===== src/rtl/control_ws_if.sv =====
// Sequencer bus: IR/flag/memory-handshake inputs and datapath/memory strobes.
// The slave modport is the sequencer side; master is the surrounding datapath.
interface control_ws_if #(
    parameter int unsigned OPCODE_W = 3,
    parameter int unsigned CNT_W    = 16
);
    logic [OPCODE_W-1:0] opcode;
    logic                zero;
    logic                mem_rdy;
    logic                resume;
    logic                mem_rd;
    logic                load_ir;
    logic                halt;
    logic                inc_pc;
    logic                load_ac;
    logic                load_pc;
    logic                mem_wr;
    logic                bus_err;
    logic                instr_done;
    logic [CNT_W-1:0]    retired_cnt;

    modport slave (
        input  opcode, zero, mem_rdy, resume,
        output mem_rd, load_ir, halt, inc_pc, load_ac, load_pc, mem_wr,
               bus_err, instr_done, retired_cnt
    );

    modport master (
        output opcode, zero, mem_rdy, resume,
        input  mem_rd, load_ir, halt, inc_pc, load_ac, load_pc, mem_wr,
               bus_err, instr_done, retired_cnt
    );
endinterface


===== src/rtl/control_ws.sv =====
// Eight-phase accumulator-core sequencer with memory wait states, bus-timeout
// trap and a resumable halt state that counts retired instructions.
module control_ws #(
    parameter int unsigned OPCODE_W    = 3,
    parameter int unsigned TIMEOUT_CYC = 16,
    parameter int unsigned CNT_W       = 16
) (
    input  logic          clk,
    input  logic          rst_,
    control_ws_if.slave   bus
);
    localparam int unsigned WAIT_W = (TIMEOUT_CYC > 1) ? $clog2(TIMEOUT_CYC) : 1;
    localparam logic [WAIT_W-1:0] WAIT_LAST =
        WAIT_W'((TIMEOUT_CYC == 0) ? 0 : TIMEOUT_CYC - 1);
    localparam logic TIMEOUT_EN = (TIMEOUT_CYC != 0);

    localparam logic [OPCODE_W-1:0] OP_HLT = OPCODE_W'(0);
    localparam logic [OPCODE_W-1:0] OP_SKZ = OPCODE_W'(1);
    localparam logic [OPCODE_W-1:0] OP_ADD = OPCODE_W'(2);
    localparam logic [OPCODE_W-1:0] OP_AND = OPCODE_W'(3);
    localparam logic [OPCODE_W-1:0] OP_XOR = OPCODE_W'(4);
    localparam logic [OPCODE_W-1:0] OP_LDA = OPCODE_W'(5);
    localparam logic [OPCODE_W-1:0] OP_STO = OPCODE_W'(6);
    localparam logic [OPCODE_W-1:0] OP_JMP = OPCODE_W'(7);

    typedef enum logic [3:0] {
        INST_ADDR, INST_FETCH, INST_LOAD, IDLE, OP_ADDR,
        OP_FETCH, ALU_OP, STORE, HALTED, BUS_ERR
    } state_t;

    state_t            state, state_nxt;
    logic [WAIT_W-1:0] wait_cnt;
    logic [CNT_W-1:0]  retired_q;
    logic              bus_err_q;

    logic is_hlt, is_skz, is_sto, is_jmp, is_aluop;
    logic stall, timeout, retire;

    always_comb begin
        is_hlt   = (bus.opcode == OP_HLT);
        is_skz   = (bus.opcode == OP_SKZ);
        is_sto   = (bus.opcode == OP_STO);
        is_jmp   = (bus.opcode == OP_JMP);
        is_aluop = (bus.opcode == OP_ADD) || (bus.opcode == OP_AND) ||
                   (bus.opcode == OP_XOR) || (bus.opcode == OP_LDA);
    end

    // Stall only where a memory access is actually in flight.
    always_comb begin
        stall = 1'b0;
        case (state)
            INST_FETCH: stall = !bus.mem_rdy;
            OP_FETCH:   stall = is_aluop && !bus.mem_rdy;
            STORE:      stall = is_sto && !bus.mem_rdy;
            default:    stall = 1'b0;
        endcase
        timeout = TIMEOUT_EN && stall && (wait_cnt == WAIT_LAST);
    end

    // Next state, retirement and Moore-plus-opcode strobe decode.
    always_comb begin
        state_nxt   = state;
        retire      = 1'b0;
        bus.mem_rd  = 1'b0;
        bus.load_ir = 1'b0;
        bus.halt    = 1'b0;
        bus.inc_pc  = 1'b0;
        bus.load_ac = 1'b0;
        bus.load_pc = 1'b0;
        bus.mem_wr  = 1'b0;
        case (state)
            INST_ADDR: state_nxt = INST_FETCH;
            INST_FETCH: begin
                bus.mem_rd = 1'b1;
                if (bus.mem_rdy) state_nxt = INST_LOAD;
            end
            INST_LOAD: begin
                bus.mem_rd  = 1'b1;
                bus.load_ir = 1'b1;
                state_nxt   = IDLE;
            end
            IDLE: begin
                bus.mem_rd  = 1'b1;
                bus.load_ir = 1'b1;
                state_nxt   = OP_ADDR;
            end
            OP_ADDR: begin
                bus.inc_pc = 1'b1;
                bus.halt   = is_hlt;
                retire     = is_hlt;
                state_nxt  = is_hlt ? HALTED : OP_FETCH;
            end
            OP_FETCH: begin
                bus.mem_rd = is_aluop;
                if (!is_aluop || bus.mem_rdy) state_nxt = ALU_OP;
            end
            ALU_OP: begin
                bus.mem_rd  = is_aluop;
                bus.load_ac = is_aluop;
                bus.inc_pc  = is_skz && bus.zero;
                bus.load_pc = is_jmp;
                state_nxt   = STORE;
            end
            STORE: begin
                bus.mem_rd  = is_aluop;
                bus.load_ac = is_aluop;
                bus.inc_pc  = is_jmp;
                bus.load_pc = is_jmp;
                bus.mem_wr  = is_sto;
                if (!is_sto || bus.mem_rdy) begin
                    retire    = 1'b1;
                    state_nxt = INST_ADDR;
                end
            end
            HALTED: begin
                bus.halt = 1'b1;
                if (bus.resume) state_nxt = INST_ADDR;
            end
            BUS_ERR: state_nxt = BUS_ERR;
            default: state_nxt = INST_ADDR;
        endcase
        if (timeout) state_nxt = BUS_ERR;
    end

    always_ff @(posedge clk) begin
        if (!rst_) begin
            state     <= INST_ADDR;
            wait_cnt  <= '0;
            retired_q <= '0;
            bus_err_q <= 1'b0;
        end else begin
            state    <= state_nxt;
            wait_cnt <= stall ? wait_cnt + WAIT_W'(1) : '0;
            if (retire)  retired_q <= retired_q + CNT_W'(1);
            if (timeout) bus_err_q <= 1'b1;
        end
    end

    assign bus.instr_done  = retire;
    assign bus.retired_cnt = retired_q;
    assign bus.bus_err     = bus_err_q;
endmodule


===== src/flat_wrapper.sv =====
// flat-port wrapper written by rule: the top's interface ports become plain ports
module control_ws_flat 
#(
    parameter int unsigned OPCODE_W    = 3,
    parameter int unsigned TIMEOUT_CYC = 16,
    parameter int unsigned CNT_W       = 16
)
  (clk, rst_, bus_opcode, bus_zero, bus_mem_rdy, bus_resume, bus_mem_rd, bus_load_ir, bus_halt, bus_inc_pc, bus_load_ac, bus_load_pc, bus_mem_wr, bus_bus_err, bus_instr_done, bus_retired_cnt);
  control_ws_if #(.OPCODE_W(OPCODE_W), .CNT_W(CNT_W)) bus_i ();
  input  logic clk;
  input  logic rst_;
  input wire logic [$bits(bus_i.opcode)-1:0] bus_opcode;
  input wire logic [$bits(bus_i.zero)-1:0] bus_zero;
  input wire logic [$bits(bus_i.mem_rdy)-1:0] bus_mem_rdy;
  input wire logic [$bits(bus_i.resume)-1:0] bus_resume;
  output wire logic [$bits(bus_i.mem_rd)-1:0] bus_mem_rd;
  output wire logic [$bits(bus_i.load_ir)-1:0] bus_load_ir;
  output wire logic [$bits(bus_i.halt)-1:0] bus_halt;
  output wire logic [$bits(bus_i.inc_pc)-1:0] bus_inc_pc;
  output wire logic [$bits(bus_i.load_ac)-1:0] bus_load_ac;
  output wire logic [$bits(bus_i.load_pc)-1:0] bus_load_pc;
  output wire logic [$bits(bus_i.mem_wr)-1:0] bus_mem_wr;
  output wire logic [$bits(bus_i.bus_err)-1:0] bus_bus_err;
  output wire logic [$bits(bus_i.instr_done)-1:0] bus_instr_done;
  output wire logic [$bits(bus_i.retired_cnt)-1:0] bus_retired_cnt;
  assign bus_i.opcode = bus_opcode;
  assign bus_i.zero = bus_zero;
  assign bus_i.mem_rdy = bus_mem_rdy;
  assign bus_i.resume = bus_resume;
  assign bus_mem_rd = bus_i.mem_rd;
  assign bus_load_ir = bus_i.load_ir;
  assign bus_halt = bus_i.halt;
  assign bus_inc_pc = bus_i.inc_pc;
  assign bus_load_ac = bus_i.load_ac;
  assign bus_load_pc = bus_i.load_pc;
  assign bus_mem_wr = bus_i.mem_wr;
  assign bus_bus_err = bus_i.bus_err;
  assign bus_instr_done = bus_i.instr_done;
  assign bus_retired_cnt = bus_i.retired_cnt;
  control_ws #(.OPCODE_W(OPCODE_W), .TIMEOUT_CYC(TIMEOUT_CYC), .CNT_W(CNT_W)) u_core (.clk(clk), .rst_(rst_), .bus(bus_i));
endmodule

===== config.mk =====
export PLATFORM = sky130hd
export DESIGN_NAME = control_ws_flat
export DESIGN_NICKNAME = d
export VERILOG_FILES = /design/src/rtl/control_ws_if.sv /design/src/rtl/control_ws.sv /design/src/flat_wrapper.sv
export SDC_FILE = /design/constraint.sdc
export NUM_CORES = 1
export LEC_CHECK = 0
export ABC_AREA = 1
export ABC_CLOCK_PERIOD_IN_PS = 2500
export CAP_MARGIN = 20
export CELL_PAD_IN_SITES_DETAIL_PLACEMENT = 1
export CELL_PAD_IN_SITES_GLOBAL_PLACEMENT = 1
export CORE_MARGIN = 4
export CORE_UTILIZATION = 37
export DETAILED_ROUTE_END_ITERATION = 12
export PLACE_DENSITY_LB_ADDON = 0.05
export SYNTH_ARGS = -nofsm -noshare
export SYNTH_HDL_FRONTEND = slang
export SYNTH_SLANG_ARGS = --single-unit

===== constraint.sdc =====
create_clock -name clk -period 2.5 [get_ports clk]
set_input_delay 0.375 -clock clk [delete_from_list [all_inputs] [get_ports clk]]
set_output_delay 0.375 -clock clk [all_outputs]
set_load 0.02 [all_outputs]

==> summary.md <==
| Metric | Value |
|---|---|
| Outcome | `finished, final reports clean` |
| Share of post-route cells with drive strength above 1 | `8.70%` |
| Final worst-path cycle share | `92.5%` |
| Logic pwr share | `between 15 and 20%` |
| Mapped Cells | `between 200 and 250` |
| Worst EP arrival | `1.94 ns` |
| WP data required | `2.12 ns` |
| Max transition margin | `77.6%` |
| Top cells by area, synth | `dfxtp_1, nand2_1, nor2_1, inv_1, a21oi_1` |
| Port Buffer Count | `32` |
| RSZ-0062 raised after global routing | `false` |
| IO Pins | `33` |
| Syn_nets | `251` |
| DP HPWL | `3170 um` |
| Min Tclk post-route | `2.31 ns` |
| Clk root buf | `clkbuf_8` |
| Top cell type's share of synthesized area | `around 33%` |
| Crit path top cell by count | `clkdlybuf4s50_1` |
| Min-Delay Path Class | `reg2reg` |
| Worst Max-Slew Pin Slew | `0.335 ns` |
| Initial Util | `about two fifths` |
| Std-Cell Rows | `23` |
| # hold bufs at CTS | `0` |
| Overall power | `789 uW` |
| Worst r2r dst | `u_core.bus.retired_cnt[10]$_SDFFE_PN0P_` |
| Adder-Cell Fraction of Synth Area | `about 1.6%` |
| Unique cell type count in the Yosys netlist | `29` |
| Synth-to-layout area growth | `27.6%` |
| Chip Width | `72.2 um` |
| CP Cell Sequence | `clkdlybuf4s50_1, nand2_1, nor4_1, clkdlybuf4s50_1` |
| CP Class | `in2out` |
| Overall routing resource usage | `~17%` |
| R2R depth | `8` |
| CP Launch Type | `primary input` |
| CTS tree | `yes` |
| F_max | `0.433 GHz` |
| Sequential-to-total area share from yosys stat | `32.9%` |
| WHS Endpoint | `u_core.wait_cnt[0]$_SDFF_PN0_` |
| Multi-input logic area | `approximately 870 sq um` |
| Core area | `0.00400 sq mm` |
| Crit. End Element | `primary output` |
| Dominant combinational cell family by area after synthesis | `simple AND/OR/NAND/NOR gates` |
| Fillers | `576` |
| Sw Ratio | `27.4%` |
| Post-synthesis mux area share | `0%` |
| Critical path's largest stage delay | `0.66 ns` |
| Hold path depth | `1` |
| DR DRC count | `0` |
| Congestion Overflow GR | `0` |
| WL/cell | `12.4 um` |
| Gpl congestion | `about 0.77` |
| Worst-path fanout max | `3` |
| Pint | `573 uW` |
| Switching power | `217 uW` |
| Reg-to-Reg Start | `u_core.bus.retired_cnt[0]$_SDFFE_PN0P_` |
| Critical-path top delay cell | `clkdlybuf4s50_1` |
| CTS sink count | `25` |
| Post-synthesis compound-gate area fraction | `11.6%` |
| First-pass GRT wire length | `7270 um` |
| Initial antenna violation count | `0` |
| XOR/XNOR share of the synthesized area | `2.88%` |
| Worst-Skew Late Latency | `0.27 ns` |
| DR pass1 iterations | `4` |
| R2r setup slk | `0.71 ns` |
| Setup-failing EPs final | `0` |
| Vias in the first global route | `1583` |
| Setup_tns | `0 ns` |
| PwrDens | `406 mW/mm^2` |
| Max VDD drop | `0.263 mV` |
| Num CTS Buffers | `3` |
| Setup Skew | `0.00681 ns` |
| Final count of hold timing violations | `0` |
| Chip height | `roughly 72 um` |
| H-tree Lvls | `1` |
| Final nets | `287` |
| Synthesized flop and latch total | `25` |
| Routed Antenna Nets | `0` |
| Syn Std Cell Area | `0.00152 sq mm` |
| Leakage | `about 0.77 nW` |
| Synth warn | `0` |
| Clock share of power | `30.4%` |
| Yosys top cell by area | `dfxtp_1` |
| Min-delay src | `u_core.wait_cnt[0]$_SDFF_PN0_` |
| Largest net degree at the start of global routing | `24` |
| Synth Area in Simple Gates | `40.8%` |
| Maxcap violations | `0` |
| Initial drt markers | `83` |
| Avg Synthesized Cell Area | `6.32 sq um` |
| Register share of total power | `52.6%` |
| DIE AREA | `0.00521 sq mm` |
| Overall routed net length | `4030 um` |
| Clock Tree Buf Depth | `2` |
| Via density | `4.89` |
| # diodes | `0` |
| Total number of vias | `around 1600` |
| Seq. cell area | `500 sq um` |
| Final max-slew violation count | `0` |
| CTS clk-pin slew, worst paths | `0.08 ns` |
==> through the flow <==
step	area (sq um)	hold slack, ns	instances	util, %	setup slack, ns
4_1_cts	1940	0.453	326	48.5	0.0500
3_5_place_dp	1890	0.435	322	47.3	0.0543
5_1_grt	1940	0.474	326	48.6	0.0300
2_1_floorplan	1520	0.417	241	-	0.750
6_report	1940	0.451	326	48.6	0.189
3_3_place_gp	1890	0.428	322	47.3	0.118
==> layout make-up <==
class	instances	share of cell area [%]
Clock buffer	4	2.32
Inverter	34	6.57
Multi-Input combinational cell	179	44.6
Sequential cell	25	25.8
Tap cell	50	3.22
Timing Repair Buffer	34	17.5
==> metal layers <==
layer / part of all wire [%] / track usage, % / vias up
met5: 0 / 0 / -
met4: 0.57 / 3.76 / 0
met3: 4.3 / 2.77 / 2
met2: 45 / 27.4 / 29
met1: 50 / 24.4 / 738
li1: - / - / 824
==> state kept, by name (all words and copies together), names as in the netlist <==
signal / flops
u_core.bus.bus_err: 1
u_core.state: 4
u_core.bus.retired_cnt: 16
u_core.wait_cnt: 4
==> cells in the final DEF, fill, tap and decap left out, types with 2 or more instances in the layout <==
cell type        synthesis  layout
a21oi_2                  2       2
dfxtp_1                 25      25
nand2_4                  2       2
nor3_1                   2       2
nand4_1                  4       4
buf_4                    0       2
clkbuf_8                 0       3
nand3_1                 13      13
o21ai_2                  3       3
o21ai_0                  7       7
a21oi_1                 14      14
inv_2                    2       2
xor2_1                   5       5
inv_1                   31      31
nor2_1                  46      46
clkdlybuf4s50_1          0      30
dlymetal6s2s_1           0       2
nand2_2                  7       7
nand2_1                 62      62
ha_1                     2       2
==> cell usage after synthesis (all sizes together) <==
master	count
nand4	4
buf	3
o21ai	11
clkinv	1
and2	1
dfxtp	25
a21oi	16
nand3	13
nor3b	2
ha	2
nor3	2
o21bai	1
a211oi	1
nand2	71
xor2	5
nor4	1
o31ai	1
nor2	48
inv	33
==> cells by family after synthesis <==
family	after synthesis
buffers and inverters	37
AO/OA/AOI/OAI	30
XOR/XNOR	5
flip-flops	25
adder cells (fa/ha/maj)	2
AND/OR/NAND/NOR	142
==> worst max-delay path: cells and delay by family <==
kind	cells	cell delay [ns]
and+or+nand+nor	2	0.40
buffers and inverters	2	1.16
==> what timing repair did <==
| item | in CTS | in global routing |
|---|---|---|
| resized for setup | 0 | 2 |
| buffers inserted | 0 | 0 |
| endpoints found under the setup margin | 0 | 2 |
==> how the worst max path moves through the flow <==
stage,from,end,slack (ns),cells past startpoint
after detailed placement,bus_opcode[1],bus_mem_rd,0.05,7
after CTS,bus_opcode[1],bus_mem_rd,0.05,7
after floorplan,u_core.state[2]$_SDFFE_PP0P_,bus_inc_pc,0.75,6
final,bus_opcode[1],bus_mem_wr,0.19,4
after global placement,bus_opcode[1],bus_mem_rd,0.12,7
after global routing,bus_opcode[2],bus_mem_wr,0.03,4
==> power by group through the flow <==
stage	sequential, mW	combinational, mW	clock [mW]
2_1_floorplan	0.424	0.0866	0
4_1_cts	0.415	0.138	0.249
5_1_grt	0.417	0.153	0.268
6_report	0.415	0.135	0.240
3_3_place_gp	0.424	0.135	0
3_5_place_dp	0.425	0.137	0
Power figures use the tool's default switching activity.
